### config.mk
export PLATFORM = sky130hd
export DESIGN_NAME = dsp_scheduler
export DESIGN_NICKNAME = d
export VERILOG_FILES = /design/src/rtl/dsp_pkg.sv /design/src/rtl/sat_counter.sv /design/src/rtl/dsp_scheduler.sv
export SDC_FILE = /design/constraint.sdc
export NUM_CORES = 1
export LEC_CHECK = 0
export CORE_MARGIN = 2
export CORE_UTILIZATION = 49
export CTS_CLUSTER_SIZE = 28
export DETAILED_ROUTE_END_ITERATION = 7
export GPL_TIMING_DRIVEN = 0
export PLACE_DENSITY = 0.75
export SLEW_MARGIN = 20
export SYNTH_ARGS = -nofsm -noshare
export SYNTH_HDL_FRONTEND = slang
export SYNTH_SLANG_ARGS = --single-unit
### constraint.sdc
create_clock -name ck -period 2.3 [get_ports ck]
set_clock_uncertainty 0.05 [all_clocks]
set_input_delay 0.69 -clock ck [delete_from_list [all_inputs] [get_ports ck]]
set_output_delay 0.69 -clock ck [all_outputs]
set_load 0.02 [all_outputs]
### src/rtl/dsp_pkg.sv
// dsp_pkg: state encoding and timing constants shared by the DSP frame scheduler.
package dsp_pkg;
    typedef enum logic [1:0] {IDLE, START, RUN} state_t;
    localparam int START_LEN   = 3;
    localparam int DONE_GUARD  = 2;
    localparam int FRAME_W_DEF = 5;
    localparam int CNT_W_DEF   = 8;
endpackage

### src/rtl/sat_counter.sv
// sat_counter: saturating event counter with synchronous clear that wins over increment.
module sat_counter #(
    parameter int W = 8
) (
    input  logic         ck,
    input  logic         rst,
    input  logic         inc,
    input  logic         clr,
    output logic [W-1:0] count
);
    always_ff @(posedge ck or negedge rst)
        if (!rst) count <= '0;
        else if (clr) count <= '0;
        else if (inc && count != '1) count <= count + 1'b1;
endmodule

### src/rtl/dsp_scheduler.sv
// dsp_scheduler: starts one sequencer run per audio frame, buffering one frame
// and flagging dropped frames and sequencer timeouts.
module dsp_scheduler
    import dsp_pkg::*;
#(
    parameter int FRAME_W = FRAME_W_DEF,
    parameter int TIMEOUT = 300,
    parameter int CNT_W   = CNT_W_DEF
) (
    input  logic               ck,
    input  logic               rst,
    input  logic               enable,
    input  logic               frame_strobe,
    input  logic               seq_done,
    input  logic               clear_err,
    output logic               seq_rst,
    output logic [FRAME_W-1:0] frame,
    output logic               busy,
    output logic               error,
    output logic               overrun,
    output logic [CNT_W-1:0]   overrun_count
);
    localparam int TW = $clog2(TIMEOUT + 1);

    state_t        state;
    logic [1:0]    scnt;
    logic [TW-1:0] tcnt;
    logic          pending, go, done_ok, timeout, overrun_ev;

    always_comb begin
        done_ok    = state == RUN && tcnt >= TW'(DONE_GUARD) && seq_done;
        timeout    = state == RUN && !done_ok && tcnt == TW'(TIMEOUT - 1);
        go         = enable && (frame_strobe || pending) && (state == IDLE || done_ok);
        overrun_ev = enable && frame_strobe && pending && !go;
        busy       = state != IDLE;
    end

    // A strobe arriving with a pending frame that is consumed this cycle becomes the new pending frame.
    always_ff @(posedge ck or negedge rst)
        if (!rst) begin
            state   <= IDLE;
            seq_rst <= 1'b0;
            frame   <= '0;
            pending <= 1'b0;
            error   <= 1'b0;
            overrun <= 1'b0;
            scnt    <= '0;
            tcnt    <= '0;
        end else begin
            pending <= enable && !timeout && (go ? frame_strobe && pending : pending || frame_strobe);
            error   <= !clear_err && (error || timeout);
            overrun <= !clear_err && (overrun || overrun_ev);
            if (go) begin
                state   <= START;
                seq_rst <= 1'b0;
                frame   <= frame + 1'b1;
                scnt    <= '0;
            end else if (timeout) begin
                state   <= IDLE;
                seq_rst <= 1'b0;
            end else if (done_ok) begin
                state <= IDLE;
            end else if (state == START) begin
                scnt <= scnt + 1'b1;
                if (scnt == 2'(START_LEN - 1)) begin
                    state   <= RUN;
                    seq_rst <= 1'b1;
                    tcnt    <= '0;
                end
            end else if (state == RUN) begin
                tcnt <= tcnt + 1'b1;
            end
        end

    sat_counter #(.W(CNT_W)) u_ovr_cnt (
        .ck   (ck),
        .rst  (rst),
        .inc  (overrun_ev),
        .clr  (clear_err),
        .count(overrun_count)
    );
endmodule
; Word-level counts from Yosys, hierarchy flattened
; Index checks and enable logic that the tools add are counted.
[word_totals]
wordCells = 82
in_bits = 6
ff_bits = 30
out_inout_bits = 17
[op_classes]
bitwise_logic = 3
addsub = 4
mux = 20
eq_ne = 9
n_reduce_logical = 36
order_cmp = 1
[ops]
columns = op, n
row1 = 9-bit 2-to-1 mux, 3
row2 = 2-bit 2-to-1 mux, 9
row3 = 8-bit 2-to-1 mux, 2
row4 = 1-bit logical AND, 15
row5 = 9-bit by 1-bit adder with 9-bit output (second input constant), 1
row6 = 9-bit equality test (second input constant), 1
row7 = 9-bit by 2-bit >= comparator with 1-bit output (second input constant), 1
row8 = 8-bit by 1-bit adder with 8-bit output (second input constant), 1
row9 = 8-bit inequality test (second input constant), 1
row10 = 2-bit nonzero test, 4
row11 = 4-bit nonzero test, 2
row12 = 1-bit 2-to-1 mux, 6
row13 = 3-bit AND reduction, 2
row14 = 3-bit nonzero test, 2
row15 = 5-bit by 1-bit adder with 5-bit output (second input constant), 1
row16 = 5-bit AND reduction, 1
row17 = 2-bit equality test (second input constant), 2
row18 = 1-bit zero test, 4
row19 = 1-bit logical OR, 4
row20 = 2-bit inequality test (second input constant), 2
row21 = 3-bit by 2-bit inequality test with 1-bit output (second input constant), 1
row22 = 1-bit NOT, 3
row23 = 2-bit by 1-bit adder with 2-bit output (second input constant), 1
row24 = 2-bit by 1-bit equality test with 1-bit output (second input constant), 1
row25 = 3 further kinds, 3

; Longest topological paths before layout
[depth]
word_depth = 10
ltp_mapped = 8
ltp_nobuf = 6

; Cells and area by module
; Synthesis repeated with hierarchy kept, for this count alone.
[unflattened]
hier_cells = 175
area_unflattened_um2 = 1740.4
[modules_own_cells]
columns = module, area_each_um2, n_inst, cells_per_inst, seq_area_each_um2
row1 = dsp_scheduler, 1276.2, 1, 126, 550.5
row2 = sat_counter, 464.2, 1, 49, 200.2

; Worst setup path after synthesis
; No wires, ideal clock.
[synth_timing]
path_type = flip-flop to flip-flop
start = register tcnt[0]
end = register tcnt[7]
setup_time_ns = 0.110
arrival_time_ns = 2.360
setup_slack_ns = -0.221
synth_period_minus_slack_ns = 2.521
path_buffers = 1
stages_incl_launch_ff = 8
t_required_ns = 2.140
cell_sequence = dfrtp_1 inv_1 ha_1 or4_4 o311a_4 or4_4 buf_6 o41ai_1
[synth_between]
elab_chain_len = 8
elab_cells_between_ends = 16
classes_between = 1 x add/sub / 1 x order compare / 1 x eq/ne / 2 x mux / 3 x bitwise / 8 x reduce/logical
[synth_rtl]
columns = item, line_no
row1 = start: declaration, dsp_scheduler.sv:27  ; logic [TW-1:0] tcnt;
row2 = start signal: assignment, dsp_scheduler.sv:71  ; tcnt <= tcnt + 1'b1;
row3 = 9-bit by 2-bit >= comparator with 1-bit output, dsp_scheduler.sv:31  ; done_ok = state == RUN && tcnt >= TW'(DONE_GUARD) && seq_done;
row4 = 1-bit logical AND (2 in series), dsp_scheduler.sv:31
row5 = 1-bit zero test, dsp_scheduler.sv:32  ; timeout = state == RUN && !done_ok && tcnt == TW'(TIMEOUT - 1);
row6 = 1-bit logical AND (2 in series), dsp_scheduler.sv:32
row7 = 1-bit NOT (no source line), --
row8 = 5-bit AND reduction (no source line), --
; Several ways; a longest one is shown, not always the timed one. The select of a mux whose other input is x is not followed.
; A chain may end at the register's enable or synchronous reset.

; Worst setup path after layout
[layout_timing]
start = register tcnt[1]
end = register scnt[1]
[layout_between]
elab_chain_len = 8
elab_cells_between_ends = 14
classes_between = 1 x order compare / 3 x eq/ne / 1 x mux / 9 x reduce/logical
[layout_rtl]
columns = item, line_no
row1 = 9-bit by 2-bit >= comparator with 1-bit output, dsp_scheduler.sv:31
row2 = 1-bit logical AND (2 in series), dsp_scheduler.sv:31
row3 = 1-bit zero test, dsp_scheduler.sv:32
row4 = 1-bit logical AND (2 in series), dsp_scheduler.sv:32
row5 = 2-bit inequality test (no source line), --
row6 = 3-bit AND reduction (no source line), --
row7 = end signal: assignment, dsp_scheduler.sv:64  ; scnt <= scnt + 1'b1;
row8 = end: declaration, dsp_scheduler.sv:26  ; logic [1:0] scnt;
; Several ways; a longest one is shown, not always the timed one.

==> results by group <==
Final layout
  – Final Non-Filler Cells: 267
  – Layout cell share with drive strength beyond 1: 34.4%
  – Fill cells: 247
  – Area grow syn2layout: 47.8%
  – Sequential cell area: 754 um2
  – Ant diodes: 0
  – Final Net Count: 234
  – Post-layout util: 76.0%
  – Area occupied by multi-input gates: 1190 um2
  – Final Cell Area: 2560 um2

Worst setup path
  – CP endpoint kind: flip-flop
  – Setup Crit Path Kind: flip-flop to flip-flop
  – FF-to-FF path depth: 6
  – Critical path launch point type: flip-flop
  – Critical path arrival: 2.66 ns
  – Max FO, Critical Path: 6
  – Required @ worst endpoint: 2.51 ns

STA
  – Worst Setup Slack, final: -0.153 ns
  – Slew HR: 37.3%
  – Worst Tran Pin Value: 0.933 ns
  – Setup TNS: -1.69 ns
  – Final period util: 107%
  – Fmax: 408 MHz
  – Setup Viol. Count Final: 18
  – Hold Fails Final Rpt: 0
  – Worst hold slack: 0.329 ns
  – Slew Viols, Final: 0
  – RSZ-0062 raised after global routing: true
  – Final Critical Period: 2.45 ns

Logic synthesis
  – Mapped Area: 1730 um2
  – Syn nets: 188
  – Top_reg_cell synth: dfrtp_1
  – Seq/Total Area, Yosys: 43.4%
  – Yosys warning count: 0
  – Library cells used by synthesis: 35
  – EDFF count, synth: 0
  – Post-Syn Instances: 174
  – Syn_area_per_cell: 9.94 um2
  – Async set-reset flop share out of synthesis: 100%
  – #FFs+latches synth: 30

GRT
  – GR Overflow Total: 0
  – Vias in the first global route: 1702
  – Pin count of the biggest net entering global routing: 31
  – Met2 Usage GRT: 43.6%
  – Global Route met3 Usage: 5.71%
  – First-pass GRT wire length: 7960 um
  – Global route hottest layer: met2
  – Initial antenna violation count: 0
  – GRT Resource Usage Total: 25.2%
  – GR Util met1: 30.0%

Placement
  – Placed Instances: 242
  – DPL Wire Length: 2940 um
  – Cell Area, Placed: 2130 um2
  – Dpl ws: -0.524 ns
  – PortBufs: 22
  – RD Place Congestion: 0.792

Power
  – Pwr Density: 363 nW/um2
  – LEAKAGE: 1.00 nW
  – Clock network power share: 36.0%
  – Combinational group share of total power: 6.1%
  – Internal Power: 703 uW
  – Sw power: 226 uW
  – Max IR drop VDD: 0.330 mV
  – Sw frac: 24.3%
  – Power Total: 929 uW
  – Part of the power in registers: 57.8%

Clock network
  – # hold bufs at CTS: 0
  – CTS tree: built
  – Worst skew pair latency: 0.33 ns
  – Clock root buffer: clkbuf_4
  – Worst-case clock buffer depth: 2
  – Clk sink count: 30
  – TritonCTS buffer count: 5
  – Clock-pin slew on the worst setup and hold paths: 0.10 ns
  – CTS H-tree lvls: 2

Worst hold path
  – Hold WC Path Type: input pin to async pin

Status
  – Violations in the final reports: setup timing
  – Status: finished with violations

Die
  – Die W: 63.4 um
  – Die span in y: 63.4 um
  – I/O pin cnt: 23
  – FP Rows: 21
  – Core Box Area: 3360 um2
  – Die Area: 4020 um2
  – Initial core utilization: 51.4%

Routing
  – WL/cell: 19.0 um
  – Vias per inst: 6.42
  – DRC viols: 0
  – 1st-pass router iterations: 4
  – DRT iter0 DRCs: 96
  – Routed vias: 1714
  – Final WL: 5090 um
  – Antenna violation net count after detailed routing: 0

Flow run
  – Max-Cap Viols: 0
path summary, 6_finish.rpt:
check	slack [ns]	startpoint	end
worst min register to register	0.43	frame[4]$_DFFE_PN0P_	frame[4]$_DFFE_PN0P_
worst min-delay path	0.33	rst	tcnt[3]$_DFFE_PN0P_
worst max register to register	-0.15	tcnt[1]$_DFFE_PN0P_	scnt[1]$_DFFE_PN0P_
min in group ck	0.43	frame[4]$_DFFE_PN0P_	frame[4]$_DFFE_PN0P_
worst max-delay path	-0.15	tcnt[1]$_DFFE_PN0P_	scnt[1]$_DFFE_PN0P_
max in group asynchronous	1.39	rst	tcnt[6]$_DFFE_PN0P_
cell usage after synthesis, types with 6 or more instances:
library cell,instances,area [um2]
a21oi_1,10,50.1
clkbuf_1,8,30.0
dfrtp_1,30,751
ha_1,8,100
inv_1,10,37.5
nand2_1,11,41.3
nor2_1,10,37.5
o211ai_1,6,45.0
o31ai_1,14,105
o41ai_1,10,87.6
or4_1,7,52.6
per-layer routing:
metal | wire length, um | up-vias
met3 | 211 | 16
met2 | 2700 | 56
met5 | 0 | -
met4 | 142 | 0
met1 | 2030 | 872
li1 | - | 770
final cells by class:
type	instances	area share [%]
inverters	10	1.47
flip-flops and latches	30	29.5
clock buffers	7	2.15
multi-input cells	126	46.5
plain buffers	8	3.72
repair buffers	39	14.2
well taps	46	2.25
clock inverters	1	0.196
critical path, stage by stage (launching register included):
cell	delay, ns
dfrtp_2	0.44
ha_4	0.16
or4_4	0.50
o311a_4	0.38
buf_12	0.15
or4_1	0.53
a21oi_2	0.17
logic make-up after synthesis:
family | synth area share, %
compound gates | 24.2
xor+xnor | 2.03
fa+ha+maj | 5.79
buf+inv | 4.56
flops | 43.4
mux | 2.60
simple gates | 17.4
sequential cells by signal, indices dropped and copies added (netlist names):
register and count:
tcnt 9, u_ovr_cnt.count 8, frame 5, scnt 2, state 2, error 1
overrun 1, pending 1, seq_rst 1
power by group through the flow:
| stage | Combinational, mW | Clock [mW] | Sequential (mW) |
|---|---|---|---|
| 2_1_floorplan | 0.0181 | 0 | 0.548 |
| 3_3_place_gp | 0.0486 | 0 | 0.546 |
| 3_5_place_dp | 0.0496 | 0 | 0.547 |
| 4_1_cts | 0.0536 | 0.346 | 0.537 |
| 5_1_grt | 0.0628 | 0.378 | 0.538 |
| 6_report | 0.0569 | 0.335 | 0.537 |
repair_timing:
item	4_1_cts	5_1_grt
pin swaps	8	9
gates cloned	1	1
setup buffers	5	10
endpoints found under the setup margin	29	27
resized for setup	28	25
cells in the final DEF, fill, tap and decap left out, types with 2 or more instances in the layout:
master / count
dfrtp_1: 27
clkdlybuf4s50_1: 19
buf_4: 14
nand2_1: 11
inv_1: 10
nor2_1: 10
o31ai_1: 7
o31ai_2: 7
o211ai_1: 6
a21oi_1: 6
o41ai_2: 6
ha_1: 6
or4_4: 5
or4_1: 5
clkbuf_4: 5
clkbuf_1: 4
and2_1: 4
nand3_1: 4
a21oi_2: 4
xnor2_1: 4
nor4_4: 3
mux2_4: 3
o21ai_1: 3
and3_1: 3
o41ai_4: 3
dfrtp_2: 3
nand4_1: 2
o21ba_2: 2
buf_12: 2
clkbuf_8: 2
nor2b_1: 2
nor3_1: 2
clkbuf_16: 2
a41oi_1: 2
ha_4: 2
buf_2: 2
Note: power is estimated with default switching activity, not from simulation.
